`src/rtl/conv_seq_ctrl_if.sv`:
```
// Control/status bundle between a job master and the systolic-array sequencer.
// The master drives job requests and stalls; the sequencer drives array enables.
interface conv_seq_ctrl_if #(
  parameter int COLS   = 32,
  parameter int DIM_W  = 5,
  parameter int VEC_W  = 8,
  parameter int TILE_W = 8
);
  logic              start;
  logic              hold;
  logic [DIM_W-1:0]  weight_dim;
  logic [VEC_W-1:0]  num_vec;
  logic [TILE_W-1:0] num_tiles;
  logic              busy;
  logic              w_ps;
  logic              w_load_en;
  logic              feed_en;
  logic [COLS-1:0]   out_en;
  logic              tile_done;
  logic              conv_finish;
  logic              cfg_err;

  modport master (
    output start, hold, weight_dim, num_vec, num_tiles,
    input  busy, w_ps, w_load_en, feed_en, out_en, tile_done, conv_finish, cfg_err
  );

  modport slave (
    input  start, hold, weight_dim, num_vec, num_tiles,
    output busy, w_ps, w_load_en, feed_en, out_en, tile_done, conv_finish, cfg_err
  );
endinterface

```
`src/rtl/conv_seq_ctrl.sv`:
```
// Multi-tile sequencer for a weight-stationary systolic array: weight load,
// vector feed, column-skewed output enables and drain, with stall support.
module conv_seq_ctrl #(
  parameter int COLS   = 32,
  parameter int DIM_W  = 5,
  parameter int VEC_W  = 8,
  parameter int TILE_W = 8
) (
  input  logic           clk,
  input  logic           nrst,
  conv_seq_ctrl_if.slave bus
);

  // Phase counter must reach K+COLS+N with K and N at their maximum.
  localparam int T_W = $clog2((1 << DIM_W) + COLS + (1 << VEC_W));

  typedef enum logic [1:0] {
    S_IDLE,
    S_LOAD_W,
    S_FEED,
    S_DRAIN
  } state_t;

  state_t            r_state;
  logic [T_W-1:0]    r_t;
  logic [TILE_W-1:0] r_tile;
  logic [DIM_W-1:0]  r_k;
  logic [VEC_W-1:0]  r_n;
  logic [TILE_W-1:0] r_tiles;

  logic              r_busy;
  logic              r_w_ps;
  logic              r_w_load_en;
  logic              r_feed_en;
  logic [COLS-1:0]   r_out_en;
  logic              r_tile_done;
  logic              r_conv_finish;
  logic              r_cfg_err;

  state_t            w_nxt_state;
  logic [T_W-1:0]    w_nxt_t;
  logic [TILE_W-1:0] w_nxt_tile;
  logic              w_stall;
  logic              w_launch;
  logic              w_cfg_bad;
  logic              w_tile_end;
  logic              w_job_end;
  logic [T_W-1:0]    w_last_t;
  logic [T_W:0]      w_k_ext;
  logic [T_W:0]      w_n_ext;
  logic [T_W:0]      w_t_ext;
  logic [COLS-1:0]   w_out_en;

  assign w_cfg_bad = (bus.weight_dim == '0) || (bus.num_vec == '0) || (bus.num_tiles == '0);
  assign w_stall   = bus.hold && (r_state != S_IDLE);
  assign w_last_t  = T_W'(r_k) + T_W'(COLS) + T_W'(r_n) - T_W'(2);
  assign w_k_ext   = (T_W+1)'(r_k);
  assign w_n_ext   = (T_W+1)'(r_n);
  assign w_t_ext   = {1'b0, w_nxt_t};

  // Next position in the sequence; a stall simply leaves it where it is.
  always_comb begin
    // NOTE: every signal gets a default first so no path leaves it unassigned (no latches).
    w_nxt_state = r_state;
    w_nxt_t     = r_t;
    w_nxt_tile  = r_tile;
    w_launch    = 1'b0;
    w_tile_end  = 1'b0;
    w_job_end   = 1'b0;
    if (!w_stall) begin
      unique case (r_state)
        S_IDLE: begin
          if (bus.start && !w_cfg_bad) begin
            w_launch    = 1'b1;
            w_nxt_state = S_LOAD_W;
            w_nxt_t     = '0;
            w_nxt_tile  = '0;
          end
        end
        S_LOAD_W: begin
          if (r_t == T_W'(r_k) - T_W'(1)) begin
            w_nxt_state = S_FEED;
            w_nxt_t     = '0;
          end else begin
            w_nxt_t = r_t + T_W'(1);
          end
        end
        S_FEED, S_DRAIN: begin
          if (r_t == w_last_t) begin
            w_tile_end = 1'b1;
            w_nxt_t    = '0;
            if (r_tile == r_tiles - TILE_W'(1)) begin
              w_job_end   = 1'b1;
              w_nxt_state = S_IDLE;
            end else begin
              w_nxt_state = S_LOAD_W;
              w_nxt_tile  = r_tile + TILE_W'(1);
            end
          end else begin
            w_nxt_t = r_t + T_W'(1);
            if ((r_state == S_FEED) && (r_t == T_W'(r_n) - T_W'(1))) begin
              w_nxt_state = S_DRAIN;
            end
          end
        end
        default: w_nxt_state = S_IDLE;
      endcase
    end
  end

  // Column c sees the first result K+c cycles into the feed phase, for N cycles.
  always_comb begin
    w_out_en = '0;
    if (!w_stall && ((w_nxt_state == S_FEED) || (w_nxt_state == S_DRAIN))) begin
      for (int c = 0; c < COLS; c++) begin
        w_out_en[c] = (w_t_ext >= w_k_ext + (T_W+1)'(c)) &&
                      (w_t_ext <  w_k_ext + w_n_ext + (T_W+1)'(c));
      end
    end
  end

  always_ff @(posedge clk or negedge nrst) begin
    if (!nrst) begin
      r_state       <= S_IDLE;
      r_t           <= '0;
      r_tile        <= '0;
      r_k           <= '0;
      r_n           <= '0;
      r_tiles       <= '0;
      r_busy        <= 1'b0;
      r_w_ps        <= 1'b1;
      r_w_load_en   <= 1'b0;
      r_feed_en     <= 1'b0;
      r_out_en      <= '0;
      r_tile_done   <= 1'b0;
      r_conv_finish <= 1'b0;
      r_cfg_err     <= 1'b0;
    end else begin
      // NOTE: sequential state uses non-blocking assignments so every register samples pre-edge values.
      r_state <= w_nxt_state;
      r_t     <= w_nxt_t;
      r_tile  <= w_nxt_tile;
      if (w_launch) begin
        r_k     <= bus.weight_dim;
        r_n     <= bus.num_vec;
        r_tiles <= bus.num_tiles;
      end
      // Outputs describe the cycle being entered, so they decode the next position.
      r_busy        <= (w_nxt_state != S_IDLE);
      r_w_ps        <= (w_nxt_state == S_IDLE) || (w_nxt_state == S_LOAD_W);
      r_w_load_en   <= !w_stall && (w_nxt_state == S_LOAD_W);
      r_feed_en     <= !w_stall && (w_nxt_state == S_FEED);
      r_out_en      <= w_out_en;
      r_tile_done   <= w_tile_end;
      r_conv_finish <= w_job_end;
      r_cfg_err     <= (r_state == S_IDLE) && bus.start && w_cfg_bad;
    end
  end

  assign bus.busy        = r_busy;
  assign bus.w_ps        = r_w_ps;
  assign bus.w_load_en   = r_w_load_en;
  assign bus.feed_en     = r_feed_en;
  assign bus.out_en      = r_out_en;
  assign bus.tile_done   = r_tile_done;
  assign bus.conv_finish = r_conv_finish;
  assign bus.cfg_err     = r_cfg_err;

endmodule
```
`src/flat_wrapper.sv`:
```
// flat-port wrapper written by rule: the top's interface ports become plain ports
module conv_seq_ctrl_flat 
#(
  parameter int COLS   = 32,
  parameter int DIM_W  = 5,
  parameter int VEC_W  = 8,
  parameter int TILE_W = 8
)
  (clk, nrst, bus_start, bus_hold, bus_weight_dim, bus_num_vec, bus_num_tiles, bus_busy, bus_w_ps, bus_w_load_en, bus_feed_en, bus_out_en, bus_tile_done, bus_conv_finish, bus_cfg_err);
  conv_seq_ctrl_if #(.COLS(COLS), .DIM_W(DIM_W), .VEC_W(VEC_W), .TILE_W(TILE_W)) bus_i ();
  input  logic clk;
  input  logic nrst;
  input wire logic [$bits(bus_i.start)-1:0] bus_start;
  input wire logic [$bits(bus_i.hold)-1:0] bus_hold;
  input wire logic [$bits(bus_i.weight_dim)-1:0] bus_weight_dim;
  input wire logic [$bits(bus_i.num_vec)-1:0] bus_num_vec;
  input wire logic [$bits(bus_i.num_tiles)-1:0] bus_num_tiles;
  output wire logic [$bits(bus_i.busy)-1:0] bus_busy;
  output wire logic [$bits(bus_i.w_ps)-1:0] bus_w_ps;
  output wire logic [$bits(bus_i.w_load_en)-1:0] bus_w_load_en;
  output wire logic [$bits(bus_i.feed_en)-1:0] bus_feed_en;
  output wire logic [$bits(bus_i.out_en)-1:0] bus_out_en;
  output wire logic [$bits(bus_i.tile_done)-1:0] bus_tile_done;
  output wire logic [$bits(bus_i.conv_finish)-1:0] bus_conv_finish;
  output wire logic [$bits(bus_i.cfg_err)-1:0] bus_cfg_err;
  assign bus_i.start = bus_start;
  assign bus_i.hold = bus_hold;
  assign bus_i.weight_dim = bus_weight_dim;
  assign bus_i.num_vec = bus_num_vec;
  assign bus_i.num_tiles = bus_num_tiles;
  assign bus_busy = bus_i.busy;
  assign bus_w_ps = bus_i.w_ps;
  assign bus_w_load_en = bus_i.w_load_en;
  assign bus_feed_en = bus_i.feed_en;
  assign bus_out_en = bus_i.out_en;
  assign bus_tile_done = bus_i.tile_done;
  assign bus_conv_finish = bus_i.conv_finish;
  assign bus_cfg_err = bus_i.cfg_err;
  conv_seq_ctrl #(.COLS(COLS), .DIM_W(DIM_W), .VEC_W(VEC_W), .TILE_W(TILE_W)) u_core (.clk(clk), .nrst(nrst), .bus(bus_i));
endmodule
```
`config.mk`:
```
export PLATFORM = sky130hd
export DESIGN_NAME = conv_seq_ctrl_flat
export DESIGN_NICKNAME = d
export VERILOG_FILES = /design/src/rtl/conv_seq_ctrl_if.sv /design/src/rtl/conv_seq_ctrl.sv /design/src/flat_wrapper.sv
export SDC_FILE = /design/constraint.sdc
export NUM_CORES = 1
export LEC_CHECK = 0
export BUFFER_PORTS_ARGS = -buffer_cell sky130_fd_sc_hd__buf_2
export CORE_MARGIN = 4
export CORE_UTILIZATION = 35
export CTS_BUF_LIST = sky130_fd_sc_hd__clkbuf_8
export DETAILED_ROUTE_END_ITERATION = 6
export PLACE_DENSITY = 0.61
export SLEW_MARGIN = 30
export SYNTH_ARGS = -nofsm -noshare
export SYNTH_HDL_FRONTEND = slang
export SYNTH_SLANG_ARGS = --single-unit
```
`constraint.sdc`:
```
create_clock -name clk -period 9.05 [get_ports clk]
set_input_delay 1.81 -clock clk [delete_from_list [all_inputs] [get_ports clk]]
set_output_delay 1.81 -clock clk [all_outputs]
set_load 0.005 [all_outputs]
```
==> flow_summary.ini <==
[drt]
first_pass_iters = 5
drc_errors = 0
wl_mm = 46.37
ant_nets = 0
top_layer = met5
wl_met3_mm = 2.874
routedWlPerCell_um = 21.08
wl_met1_mm = 20.63
vias = 12540
drtIter0Drc = 1057
vias_per_cell = 5.699
routed-wl-met2_mm = 21.21

[die]
rows = 71
core_sq_mm = 0.03784
die_h_um = 204.2
fp.dieArea_sq_mm = 0.04168
io_pins = 64
dieWidth_um = 204.2
start_util_pct = 35.59

[synth]
synth_cells = 1659
synth.cell_area_sq_mm = 0.01347
synth_top_area_share_pct = 29.26
ys_top_cells_by_area = ha_1 29%, dfrtp_1 14%, xnor2_1 6.6%
yosysWarnings = 0
syn_nets = 2001
synth-edff-count = 0
ys_types = 81
synthFlopType = dfrtp_1
ys_seq_area_share_pct = 14.69
avgSynthCellArea_sq_um = 8.118
ys_ff_latch = 79
yosys.area.top_type = ha_1
async_flop_share_pct = 100.0

[setup_path]
cp_max_fo = 48
critPathMaxStageDelay_ns = 0.83
end_kind = register
cp.arrival_ns = 7.64
cp_num_buf_inv = 3
critPathKind = reg -> reg
start_kind = register
rrSetupSlack_ns = 1.69
rr_worst_depth = 17
crit_family = compound AO/OA/AOI/OAI gates
regToRegStartpoint = u_core.r_k[4]
r2r_end = u_core.bus.out_en[23]
cp.required_ns = 9.33
crit_chain = clkinv_1 > ha_1 > inv_1 > ha_1 > and2_1 > a221oi_1 > a21oi_1 > nor3_2 > o21ai_4 > a21oi_2 > nand2_1 > o21ai_4 > buf_4 > ha_1 > a21o_1 > a2111oi_0 > a311oi_1
cpMostUsedCell = ha_1
crit_slowest_cell = clkinv_1

[timing]
max_freq_mhz = 135.9
max_slew.worst_pin.slew_ns = 0.9193
slew_violations = 0
finalWorstSetupSlack_ns = 1.692
finalSetupTns_ns = 0
hold_viol_final = 0
finClkSkew_ns = 0.02067
maxSlewHeadroom_pct = 38.62
report.final.setup_viol = 0
min_period_ns = 7.358
grt_setup_unrepaired = false
period_share_pct = 81.30

[layout]
multi_input_area_sq_mm = 0.01083
final_common_cell = ha_1
drive_gt1_share_pct = 8.052
regArea_sq_mm = 0.001978
area_growth_pct = 8.816
layout.nets = 2026
antennaDiodeCount = 0
fill_cells = 3872
final_core_util_pct = 38.73
layout.cells.most_common_list = 315 x ha_1, 167 x a21oi_1, 158 x nand2_1

[hold_path]
hp-start = u_core.r_tiles[7]
hold_path_depth = 2
min_path_type = reg -> reg
hold_end = u_core.r_tiles[7]

[cts]
cts_inserted_buffers = 9
ctsLongestPathBuffers = 2
root_buffer = clkbuf_8
cts_tree = built
htreeDepth = 3
clkTransAtPathRegs_ns = 0.12
clkLatencyLatePin_ns = 0.42
cts_hold_buf = 0
clock-sinks = 79
cts_setup_buffers = 0
cts_resized = 0

[placed_design]
port_buffers = 63
gp_congestion = 0.9144
place_ws_ns = 1.857
dp_hpwl_mm = 33.53

[run]
cap_viol_max_count = 0

[run_status]
run_status = completed

[global_route]
grt_util_all_layers_pct = 21.95
grt_overflow = 0
grt_pass1_vias = 12500
grt_pass1_wl_mm = 72.19
grt_max_degree = 60
antenna_found_initial = 2
## flip-flops by register name (all words and copies together) (netlist names), 2 cells and up, named ones only
signal	flops
u_core.r_state	2
u_core.r_k	5
u_core.r_tile	8
u_core.bus.out_en	32
u_core.r_tiles	8
u_core.r_t	8
u_core.r_n	8
## stage by stage
step	instance area [sq um]	std cells	hold slack [ns]
after detailed placement	14420	2184	0.5124
after CTS	14650	2200	0.5389
final	14660	2200	0.5353
after floorplan	13470	1659	0.4652
after global routing	14660	2200	0.5682
after global placement	14390	2183	0.5039
## synthesized netlist by cell type, types with 6 or more instances
cell       number
a2111oi_0       7
a211oi_1       20
a21boi_0        9
a21o_1         51
a21oi_1       168
a221oi_1        7
a31oi_1        27
and2_1         12
and3_1         20
and4_1         15
buf_1           6
buf_2          11
clkbuf_1       54
dfrtp_1        78
ha_1          315
inv_1         118
maj3_1          8
nand2_1       158
nand2b_1       12
nand3_1        45
nand4_1         7
nor2_1         61
nor2b_1        26
nor3_1         22
nor4_1         11
o211ai_1       18
o21a_1          8
o21ai_0        55
o21bai_1       12
o22ai_1         8
o311a_1         9
o31ai_1         9
or3_1           8
xnor2_1       101
xor2_1         74
## worst register-to-register path, cell delays in order, from the launching register on
cell and delay [ns]:
dfrtp_1 0.77, clkinv_1 0.83, ha_1 0.59, inv_1 0.07, ha_1 0.35, and2_1 0.21, a221oi_1 0.44, a21oi_1 0.15
nor3_2 0.55, o21ai_4 0.20, a21oi_2 0.36, nand2_1 0.16, o21ai_4 0.62, buf_4 0.68, ha_1 0.35, a21o_1 0.15
a2111oi_0 0.65, a311oi_1 0.11
## cell type report
class | count | area share (%)
clock buffer | 9 | 0.8452
sequential | 79 | 13.50
inverter | 120 | 3.074
tap | 511 | 4.363
clock inverter | 7 | 0.7428
timing repair buffer | 87 | 3.569
multi-input combinational | 1387 | 73.91
## logic make-up (layout without fill, tap and decap cells)
group / Yosys count / in the layout / share of synthesized area (%)
buffers and inverters: 193 / 223 / 5.565
adder cells (fa/ha/maj): 325 / 325 / 30.16
multiplexers: 1 / 1 / 0.07432
XOR/XNOR: 178 / 178 / 11.89
AO/OA/AOI/OAI: 457 / 457 / 21.88
AND/OR/NAND/NOR: 426 / 426 / 15.75
flip-flops: 79 / 79 / 14.69
## worst max-delay path by stage
stage	startpoint	endpoint	slack, ns	depth (start not counted)
after detailed placement	u_core.r_k[4]	u_core.bus.out_en[23]	1.86	17
after floorplan	u_core.r_k[4]	u_core.bus.out_en[24]	1.43	18
after CTS	u_core.r_k[4]	u_core.bus.out_en[23]	1.80	17
after global placement	u_core.r_k[4]	u_core.bus.out_en[23]	2.02	17
after global routing	u_core.r_k[4]	u_core.bus.out_en[23]	1.27	17
final	u_core.r_k[4]	u_core.bus.out_en[23]	1.69	17
## routing by layer
layer / GRT usage [%] / vias up
met2: 36.21 / 444
met1: 29.62 / 5977
met5: 0 / -
li1: - / 6017
met3: 2.920 / 98
met4: 7.562 / 2
Power is left out: the tool's default activity adds up to more than one toggle a clock period on the data nets, which glitch-free logic cannot reach.
